## config.mk

```make
export PLATFORM = sky130hd
export DESIGN_NAME = rf_shot_sequencer
export DESIGN_NICKNAME = d
export VERILOG_FILES = /design/src/rtl/rf_shot_pkg.sv /design/src/rtl/rf_sync_edge.sv /design/src/rtl/rf_shot_sequencer.sv
export SDC_FILE = /design/constraint.sdc
export NUM_CORES = 1
export LEC_CHECK = 0
export BUFFER_PORTS_ARGS = -buffer_cell sky130_fd_sc_hd__buf_2
export CAP_MARGIN = 15
export CORE_MARGIN = 8
export CORE_UTILIZATION = 59
export DETAILED_ROUTE_END_ITERATION = 16
export GPL_ROUTABILITY_DRIVEN = 0
export PLACE_DENSITY = 0.81
export SLEW_MARGIN = 20
export SYNTH_ARGS = -nofsm -noshare
export SYNTH_HDL_FRONTEND = slang
export SYNTH_SLANG_ARGS = --single-unit
export TNS_END_PERCENT = 100
```

## constraint.sdc

```tcl
create_clock -name clk -period 5.1 [get_ports clk]
set_input_delay 0 -clock clk [delete_from_list [all_inputs] [get_ports clk]]
set_output_delay 0 -clock clk [all_outputs]
set_load 0.05 [all_outputs]
```

## src/rtl/rf_shot_pkg.sv

```systemverilog
// Shared types and defaults for the laser rangefinder shot sequencer.
// Optional feature macro (used by rf_shot_sequencer): RF_SHOT_SEQ_TEST_STOP_EN.
package rf_shot_pkg;

  localparam int CNT_W_DEFAULT           = 16;
  localparam int FIRE_CYCLES_DEFAULT     = 4;
  localparam int COMP_RST_CYCLES_DEFAULT = 8;

  // Shot phases in the order a normal shot walks through them.
  typedef enum logic [2:0] {
    IDLE   = 3'd0,
    CHARGE = 3'd1,
    FIRE   = 3'd2,
    LISTEN = 3'd3,
    CRST   = 3'd4
  } state_t;

  // Level outputs that are a pure function of the state being entered.
  typedef struct packed {
    logic laser_charge;
    logic laser_fire;
    logic tdc_start;
    logic capture_en;
    logic comp_reset;
    logic busy;
  } drive_t;

  // Driver levels for a given state; the sequencer registers this alongside
  // the state so every level output comes straight from a flop.
  function automatic drive_t drive_for(input state_t s);
    drive_t d;
    // NOTE: start from a full default so no path through the case leaves a
    // field unassigned (which would infer a latch in combinational use).
    d      = '0;
    d.busy = (s != IDLE);
    unique case (s)
      CHARGE: d.laser_charge = 1'b1;
      FIRE: begin
        d.laser_fire = 1'b1;
        d.tdc_start  = 1'b1;
      end
      LISTEN: d.capture_en = 1'b1;
      CRST:   d.comp_reset = 1'b1;
      default: ;
    endcase
    return d;
  endfunction

endpackage

```

## src/rtl/rf_sync_edge.sv

```systemverilog
// Two-flop synchronizer for the asynchronous comparator plus a rising-edge
// detector. While rearm is high the "previous level" flop is forced high, so
// a comparator that is already high (or rising) before the listen window
// opens cannot produce an edge; only a low-to-high transition that reaches
// the second synchronizer stage after rearm drops is reported.
module rf_sync_edge (
  input  logic clk,
  input  logic reset_n,
  input  logic din,
  input  logic rearm,
  output logic rise
);

  logic sync_1;
  logic sync_2;
  logic prev;

  // Synchronizer chain and edge history.
  always_ff @(posedge clk or negedge reset_n) begin
    if (!reset_n) begin
      sync_1 <= 1'b0;
      sync_2 <= 1'b0;
      prev   <= 1'b0;
    end else begin
      // NOTE: non-blocking assignments make each flop sample the value its
      // predecessor held before this edge, which is what forms the chain.
      sync_1 <= din;
      sync_2 <= sync_1;
      prev   <= rearm ? 1'b1 : sync_2;
    end
  end

  // Rising edge of the synchronized comparator, one cycle wide.
  assign rise = sync_2 & ~prev;

endmodule

```

## src/rtl/rf_shot_sequencer.sv

```systemverilog
// Laser rangefinder shot sequencer: charge, fire + TDC start, listen window
// with comparator hit timing, then comparator latch reset. One ordered,
// abortable sequence replaces independent per-output pulse generators.
// Optional feature macro: RF_SHOT_SEQ_TEST_STOP_EN adds test_mode/test_delay,
// which substitute an internal stop pulse for the comparator.
module rf_shot_sequencer
  import rf_shot_pkg::*;
#(
  parameter int CNT_W           = CNT_W_DEFAULT,
  parameter int FIRE_CYCLES     = FIRE_CYCLES_DEFAULT,
  parameter int COMP_RST_CYCLES = COMP_RST_CYCLES_DEFAULT
) (
  input  logic             clk,
  input  logic             reset_n,
  input  logic             start,
  input  logic             abort,
  input  logic [CNT_W-1:0] charge_cycles,
  input  logic [CNT_W-1:0] window_cycles,
  input  logic             comparator,
`ifdef RF_SHOT_SEQ_TEST_STOP_EN
  input  logic             test_mode,
  input  logic [CNT_W-1:0] test_delay,
`endif
  output logic             laser_charge,
  output logic             laser_fire,
  output logic             tdc_start,
  output logic             capture_en,
  output logic             comp_reset,
  output logic             busy,
  output logic             done,
  output logic             hit,
  output logic [CNT_W-1:0] hit_time
);

  localparam int FW = (FIRE_CYCLES > 1) ? $clog2(FIRE_CYCLES) : 1;
  localparam int RW = (COMP_RST_CYCLES > 1) ? $clog2(COMP_RST_CYCLES) : 1;
  localparam logic [FW-1:0] FIRE_LAST = FW'(FIRE_CYCLES - 1);
  localparam logic [RW-1:0] CRST_LAST = RW'(COMP_RST_CYCLES - 1);

  state_t           state;
  drive_t           drv;
  logic [CNT_W-1:0] cnt;
  logic [CNT_W-1:0] cnt_inc;
  logic [CNT_W-1:0] charge_lat;
  logic [CNT_W-1:0] charge_last;
  logic [CNT_W-1:0] win_lat;
  logic [CNT_W-1:0] win_last;
  logic [FW-1:0]    fire_cnt;
  logic [RW-1:0]    crst_cnt;
  logic             abort_pend;
  logic             cmp_rise;
  logic             detect;
  logic             rearm;

  // Shared charge/listen counter saturates instead of wrapping.
  assign cnt_inc     = (cnt == '1) ? cnt : cnt + 1'b1;
  assign charge_last = charge_lat - 1'b1;
  // A zero-length window still listens for one cycle.
  assign win_last    = (win_lat == '0) ? '0 : win_lat - 1'b1;

  // The edge detector is held disarmed outside LISTEN so edges during FIRE
  // (or left over from the previous shot) never count as a return.
  assign rearm = (state != LISTEN);

  rf_sync_edge u_sync (
    .clk     (clk),
    .reset_n (reset_n),
    .din     (comparator),
    .rearm   (rearm),
    .rise    (cmp_rise)
  );

`ifdef RF_SHOT_SEQ_TEST_STOP_EN
  // Test stop: an internal pulse at a programmed listen count replaces the
  // comparator. A delay beyond the window is never reached, so no hit.
  assign detect = test_mode ? (cnt == test_delay) : cmp_rise;
`else
  assign detect = cmp_rise;
`endif

  // Shot FSM with all outputs registered alongside the state.
  always_ff @(posedge clk or negedge reset_n) begin
    if (!reset_n) begin
      // NOTE: the latched shot configuration is reset too, so nothing about
      // a half-finished shot survives a reset.
      state      <= IDLE;
      drv        <= '0;
      cnt        <= '0;
      charge_lat <= '0;
      win_lat    <= '0;
      fire_cnt   <= '0;
      crst_cnt   <= '0;
      abort_pend <= 1'b0;
      done       <= 1'b0;
      hit        <= 1'b0;
      hit_time   <= '0;
    end else begin
      done <= 1'b0;
      unique case (state)
        IDLE: begin
          // abort in the same cycle cancels the request outright
          if (start && !abort) begin
            charge_lat <= charge_cycles;
            win_lat    <= window_cycles;
            cnt        <= '0;
            fire_cnt   <= '0;
            abort_pend <= 1'b0;
            if (charge_cycles != '0) begin
              state <= CHARGE;
              drv   <= drive_for(CHARGE);
            end else begin
              state <= FIRE;
              drv   <= drive_for(FIRE);
            end
          end
        end

        CHARGE: begin
          if (abort) begin
            state <= IDLE;
            drv   <= drive_for(IDLE);
            done  <= 1'b1;
            hit   <= 1'b0;
          end else if (cnt == charge_last) begin
            state    <= FIRE;
            drv      <= drive_for(FIRE);
            fire_cnt <= '0;
          end else begin
            cnt <= cnt_inc;
          end
        end

        FIRE: begin
          // The laser pulse is never truncated; an abort is remembered and
          // acted on once the pulse has run its full length.
          if (abort) abort_pend <= 1'b1;
          if (fire_cnt == FIRE_LAST) begin
            if (abort || abort_pend) begin
              state    <= CRST;
              drv      <= drive_for(CRST);
              crst_cnt <= '0;
              hit      <= 1'b0;
            end else begin
              state <= LISTEN;
              drv   <= drive_for(LISTEN);
              cnt   <= '0;
            end
          end else begin
            fire_cnt <= fire_cnt + 1'b1;
          end
        end

        LISTEN: begin
          // Priority: abort, then a hit (even on the last cycle), then timeout.
          if (abort) begin
            state    <= CRST;
            drv      <= drive_for(CRST);
            crst_cnt <= '0;
            hit      <= 1'b0;
          end else if (detect) begin
            state    <= CRST;
            drv      <= drive_for(CRST);
            crst_cnt <= '0;
            hit      <= 1'b1;
            hit_time <= cnt;
          end else if (cnt >= win_last) begin
            state    <= CRST;
            drv      <= drive_for(CRST);
            crst_cnt <= '0;
            hit      <= 1'b0;
          end else begin
            cnt <= cnt_inc;
          end
        end

        CRST: begin
          if (crst_cnt == CRST_LAST) begin
            state <= IDLE;
            drv   <= drive_for(IDLE);
            done  <= 1'b1;
          end else begin
            crst_cnt <= crst_cnt + 1'b1;
          end
        end

        default: begin
          state <= IDLE;
          drv   <= '0;
        end
      endcase
    end
  end

  assign laser_charge = drv.laser_charge;
  assign laser_fire   = drv.laser_fire;
  assign tdc_start    = drv.tdc_start;
  assign capture_en   = drv.capture_en;
  assign comp_reset   = drv.comp_reset;
  assign busy         = drv.busy;

endmodule
```

## Word-level counts from Yosys, hierarchy flattened

Cells that the tools add are included.

- Multiply operators: 0
- Divide/modulo/power cells: 0
- Add/sub/neg operators: 5
- Bitwise gates (word level): 3
- Muxes and demuxes: 59
- Equality and inequality tests: 26
- Shift-type cells: 0
- $lt $le $gt $ge: 1
- Reduce and logical (&&, ||, !) cells: 19

Operators by type and width:

| kind | number |
|---|---|
| two-way mux 16 bit | 10 |
| case mux 16 bit (4 select lines) | 1 |
| two-way mux 6 bit | 9 |
| two-way mux 3 bit | 16 |
| subtractor 16 x 1 -> 16 bit, second input constant | 2 |
| != test 2 bit, second input constant | 15 |
| case mux 6 bit (5 select lines) | 1 |
| AND reduction 5 bit | 4 |
| adder 16 x 1 -> 16 bit, second input constant | 1 |
| equality test 16 bit | 1 |
| equality test 16 bit, second input constant | 1 |
| >= comparator 16 bit | 1 |
| logical NOT 16 bit | 1 |
| nonzero test 16 bit | 1 |
| case mux 3 bit (5 select lines) | 1 |
| two-way mux 1 bit | 11 |
| two-way mux 2 bit | 5 |
| case mux 3 bit (3 select lines) | 1 |
| AND reduction 9 bit | 1 |
| nonzero test 3 bit | 3 |
| equality test 3 x 2 -> 1 bit, second input constant | 2 |
| equality test 3 bit, second input constant | 2 |
| case mux 2 bit (3 select lines) | 1 |
| AND reduction 3 bit | 2 |
| 18 further kinds | 20 |

- Memories kept: 0
- Flip-flop bits (word level): 84
- ROM bits: 0
- Logic and storage cells: 132
- Output and inout port bits: 24
- Latch bits: 0
- Bits in writable memories: 0

## Longest topological paths before layout

- Word-level depth: 7
- Mapped depth: 17

## Cells and area by module

Synthesis repeated with hierarchy kept, for this count alone.

- Cell total of the unflattened synthesis: 496
- Area, all modules: 4892.2 µm²

Modules (own cells, without submodules):

| module | area each (µm²) | cells each | instances |
|---|---|---|---|
| rf_shot_sequencer | 4804.6 | 491 | 1 |
| rf_sync_edge | 87.6 | 5 | 1 |

## Worst setup path before layout

OpenSTA, ideal clock, no wires.

- Kind: reg-to-reg
- Start point: register win_lat[7]
- End point: register cnt[8]
- Setup time: 0.078 ns
- Setup slack: 0.862 ns
- Data arrival time: 4.160 ns
- Period minus slack after synthesis: 4.238 ns
- Cell stages (with the launch flop): 17
- Required time: 5.022 ns
- Path through: dfrtp_1 -> or4_1 -> or3_1 -> nor4_1 -> nand4_1 -> clkbuf_1 -> nand2_1 -> ha_1 -> a21oi_1 -> o21ai_0 -> a2111o_1 -> a41oi_1 -> and2_1 -> o21ai_2 -> buf_6 -> or4_1 -> a21oi_1

- Longest elaborated chain between the ends: 5
- Elaborated cells between the ends (all ways): 6

Ends and longest elaborated chain:

| what | line | RTL |
|---|---|---|
| start, declared | rf_shot_sequencer.sv:46 | `logic [CNT_W-1:0] win_lat;` |
| start signal, assigned | rf_shot_sequencer.sv:104 | `win_lat <= window_cycles;` |
| subtractor 16 x 1 -> 16 bit / logical NOT 16 bit (equally long branches) | rf_shot_sequencer.sv:59 | `assign win_last = (win_lat == '0) ? '0 : win_lat - 1'b1;` |
| two-way mux 16 bit * | rf_shot_sequencer.sv:59 |  |
| >= comparator 16 bit * | rf_shot_sequencer.sv:166 | `end else if (cnt >= win_last) begin` |
| != test 2 bit (no line) * | -- |  |
| AND reduction 9 bit (no line) * | -- |  |
| end signal, assigned | rf_shot_sequencer.sv:129 | `cnt <= cnt_inc;` |
| end signal, assigned | rf_shot_sequencer.sv:172 | `cnt <= cnt_inc;` |
| end, declared | rf_shot_sequencer.sv:42 | `logic [CNT_W-1:0] cnt;` |

Mark *: on every way between the ends. The rest lies on a longest branch, timed or not.
A chain may end at the register's enable or synchronous reset.

## Final worst setup path

Ends and elaborated chain as after synthesis.

==> flow_summary.yaml <==
synth:
  syn_avg_cell_area_sq_um: 10.1
  synth_nets: 538
  yosys-top-cells-area: "dfrtp_1 (42%), mux2_2 (12%), ha_1 (5.9%)"
  synth-edff-count: 0
  yosys.area.top_type: "dfrtp_1"
  synth_top_area_share_pct: 42.3
  synth_seq_area_share_pct: 42.3
  synthesis.area_sq_um: 4850
  syn-instance-count: 478
  ys_warn_count: 0
  yosys_most_used_dff: "dfrtp_1"
  synth_async_sr_flop_share_pct: 100
  synth.lib_cells_used.distinct: 55
  postSynthRegisterBits: 82
sta:
  worst_path_setup_slack_after_routing_ps: 441
  setup_viol: 0
  post-route-period-util_pct: 91.4
  worst_slew_pin_slew_ps: 964
  total_negative_setup_slacks_ps: 0
  worst_slew_margin_rel_pct: 35.5
  highest_clock_rate_mhz: 215
  rsz0062_at_grt: "false"
  final_hold_viol_count: 0
  fin_worst_hold_slack_ps: 21.6
  drv_slew: 0
  fin_worst_skew_ps: 12.8
  finalWorstPathRequiredPeriod_ps: 4660
pwr:
  power.clock.fraction_pct: 17.8
  power.density_cell_area_nw_per_um2: 476
  power.ir.vdd_worst_uv: 335
  p_leak_nw: 2.66
  p_sw_share_pct: 41.7
  seqPwrFrac_pct: 39.7
  p_switching_mw: 1.15
  internal-power_mw: 1.61
  comb_power_share_pct: 42.5
critical_path:
  crit-reg2reg-capture: "cnt[8]"
  crit_path_start: "win_lat[7]"
  crit_path_end_kind: "flop"
  r2r_slack_ps: 440
  worst-endpoint-required_ps: 5370
  worst_path_most_repeated_cell: "or4_1"
  worstPathMaxFanout: 20
  setup.worst_path.end: "cnt[8]"
  r2r.worst_path.cells: 15
  critical-path-slowest-cell: "or4_1"
  max_stage_delay_ps: 580
  timing.critical_path.cells: "or4_1 -> or3_1 -> nor4_1 -> nand3_1 -> xnor2_1 -> nand2_1 -> ha_1 -> nand4_1 -> nor3_1 -> a2111o_1 -> a41oi_1 -> and2_1 -> o21ai_2 -> or4_1 -> a21oi_1"
  setup.worst_path.class: "flop to flop"
  worstReg2RegStart: "win_lat[7]"
  timing.critical_path.from_type: "flop"
  critical_path_arrival_ps: 4930
clock_tree:
  clkSinkCount: 82
  h_tree_levels: 3
  cts_root_buffer: "clkbuf_8"
  insertion_delay_ps: 360
  cts_max_path_buffers: 2
  path_clk_slew_ps: 80
  tritoncts.num_buffers: 9
  cts_repair_resize_count: 0
  cts_tree: "yes"
global_routing:
  grt_start_max_net_pins: 83
  number_of_antenna_violations_at_the_first_check_in_global_routing: 0
  grt_remaining_overflow: 0
  first_global_vias: 4323
  global_route_usage_over_all_layers_pct: 22.3
  grt_first_pass_wirelength_microns: 20600
drt:
  routed_wirelength_microns: 12400
  detail_route.wl_per_cell_microns: 18.3
  drt_iter0_drc: 305
  drt-pass1-iter-count: 4
  vias: 4164
  post_drt_via_cell_ratio: 6.14
  remaining_drc_errors: 0
  antenna_left: 0
hold_path:
  tightest_hold_check_type: "primary input to flop"
floorplan:
  core_sq_um: 8090
  start_util_pct: 59.9
  io_pins: 61
  die-height_microns: 107
  floorplan.die.width_microns: 107
  fp.dieArea_sq_um: 11400
  core.rowCount: 33
layout:
  final-instance-count-excl-fill: 678
  fin_nets: 628
  syn_to_final_growth_pct: 19.2
  antenna_cells: 0
  final_layout_size_suffix_gt1_share_pct: 24.3
placement:
  dpl_worst_slack_ps: 216
  dp.cells: 625
  hpwl_microns: 8160
  numPortBuffers: 60
run_status:
  run_status: "finished, final reports clean"
job:
  cap_violations: 0
## area by class of cell
type / instances / area [sq um]
inverter: 20 / 75.1
fill: 608 / 2310
timing repair buffer: 98 / 677
clock buffer: 12 / 155
tap: 105 / 131
multi-input combinational: 357 / 2640
clock inverter: 4 / 50.0
sequential: 82 / 2050
## critical path: cells and delay by family, from the launching register on
family	cells	cell delay, ps
fa+ha+maj	1	290
compound gates	4	1030
flops	1	440
simple gates	9	2640
xor+xnor	1	170
## worst min path at each step
| stage | startpoint | end | slack, ps | cells past startpoint |
|---|---|---|---|---|
| global route | abort | done | 30 | 3 |
| CTS | abort | done | 7 | 3 |
| floorplan | reset_n | abort_pend | -300 | 0 |
| finish | abort | done | 20 | 3 |
| detailed placement | comparator | u_sync.sync_1 | 120 | 1 |
| global placement | comparator | u_sync.sync_1 | 110 | 1 |
## kinds of logic after synthesis
kind of cell	Yosys count	synth area share (%)
AOI/OAI and AO/OA	86	12.4
xor gates and xnor gates	33	5.96
adders and majority gates	23	5.93
buffers and inverters	39	3.28
DFF	82	42.3
muxes	54	12.5
and+or+nand+nor	161	17.6
## synth_stat cells, types with 6 or more instances
cell type / instances
a21oi_1: 21
clkbuf_1: 15
dfrtp_1: 82
ha_1: 23
inv_1: 20
mux2_2: 51
nand2_1: 39
nand2b_1: 8
nand3_1: 11
nand4_1: 10
nor2_1: 25
nor3_1: 17
nor4_1: 8
o2111ai_1: 8
o21ai_0: 23
or3_1: 12
or4_1: 6
xnor2_1: 12
xor2_1: 21
## metal layers
layer | up-vias | track usage, % | part of all wire [%]
met5 | - | 0 | 0
met4 | 0 | 11.9 | 3.1
met3 | 41 | 4.20 | 6.0
met2 | 149 | 37.0 | 50
met1 | 2036 | 26.9 | 41
li1 | 1938 | - | -
## layout by cell type (no fill, tap or decap), types with 2 or more instances in the layout
cell           instances
o211ai_1               3
a21oi_1               21
o31a_1                 2
nor3b_1                4
inv_1                 20
o2111ai_1              8
nor2_1                25
buf_4                  4
buf_2                 59
nand3_1               11
a311o_1                2
clkinvlp_4             2
a22o_1                 4
xor2_1                21
a211oi_1               4
nand4_1               10
nand2b_1               8
ha_1                  23
and2_1                 2
nor4_1                 8
mux2_2                51
nor3_1                17
nand2_1               39
o31ai_1                4
clkbuf_8              11
a221oi_1               2
xnor2_1               12
mux2i_1                3
or3_1                 12
a41oi_1                2
or2_2                  3
nor2b_1                2
dlygate4sd3_1         34
and3_1                 4
nand3b_1               4
dfrtp_1               82
o21ai_0               23
or4_1                  6
## stage by stage
| step | power (mW) | utilization [%] | instance area (sq um) |
|---|---|---|---|
| final | 2.75 | 71.4 | 5780 |
| after global routing | 2.94 | 71.4 | 5780 |
| after CTS | 2.71 | 71.1 | 5750 |
| after detailed placement | 2.19 | 64.3 | 5210 |
| after global placement | 2.13 | 64.3 | 5210 |
| after floorplan | 1.93 | - | 4850 |
## sequential cells by signal (all words and copies together), names as in the netlist
signal         cells
u_sync.sync_1      1
win_lat           16
busy               1
charge_lat        16
laser_charge       1
fire_cnt           2
cnt               16
capture_en         1
abort_pend         1
hit                1
crst_cnt           3
u_sync.prev        1
state              3
u_sync.sync_2      1
laser_fire         1
hit_time          16
done               1
## timing repair
item                                    4_1_cts  5_1_grt
hold endpoints to repair                    115        0
hold buffers                                 34        0
buffers inserted                              0        3
endpoints found under the setup margin        0       13
## power groups by stage
| stage | Combinational, mW | Clock, mW | Sequential (mW) |
|---|---|---|---|
| after floorplan | 0.892 | 0 | 1.04 |
| after global placement | 1.06 | 0 | 1.07 |
| after detailed placement | 1.11 | 0 | 1.09 |
| after CTS | 1.14 | 0.496 | 1.07 |
| after global routing | 1.30 | 0.519 | 1.12 |
| final | 1.17 | 0.490 | 1.09 |
Note: power is estimated with default switching activity, not from simulation.
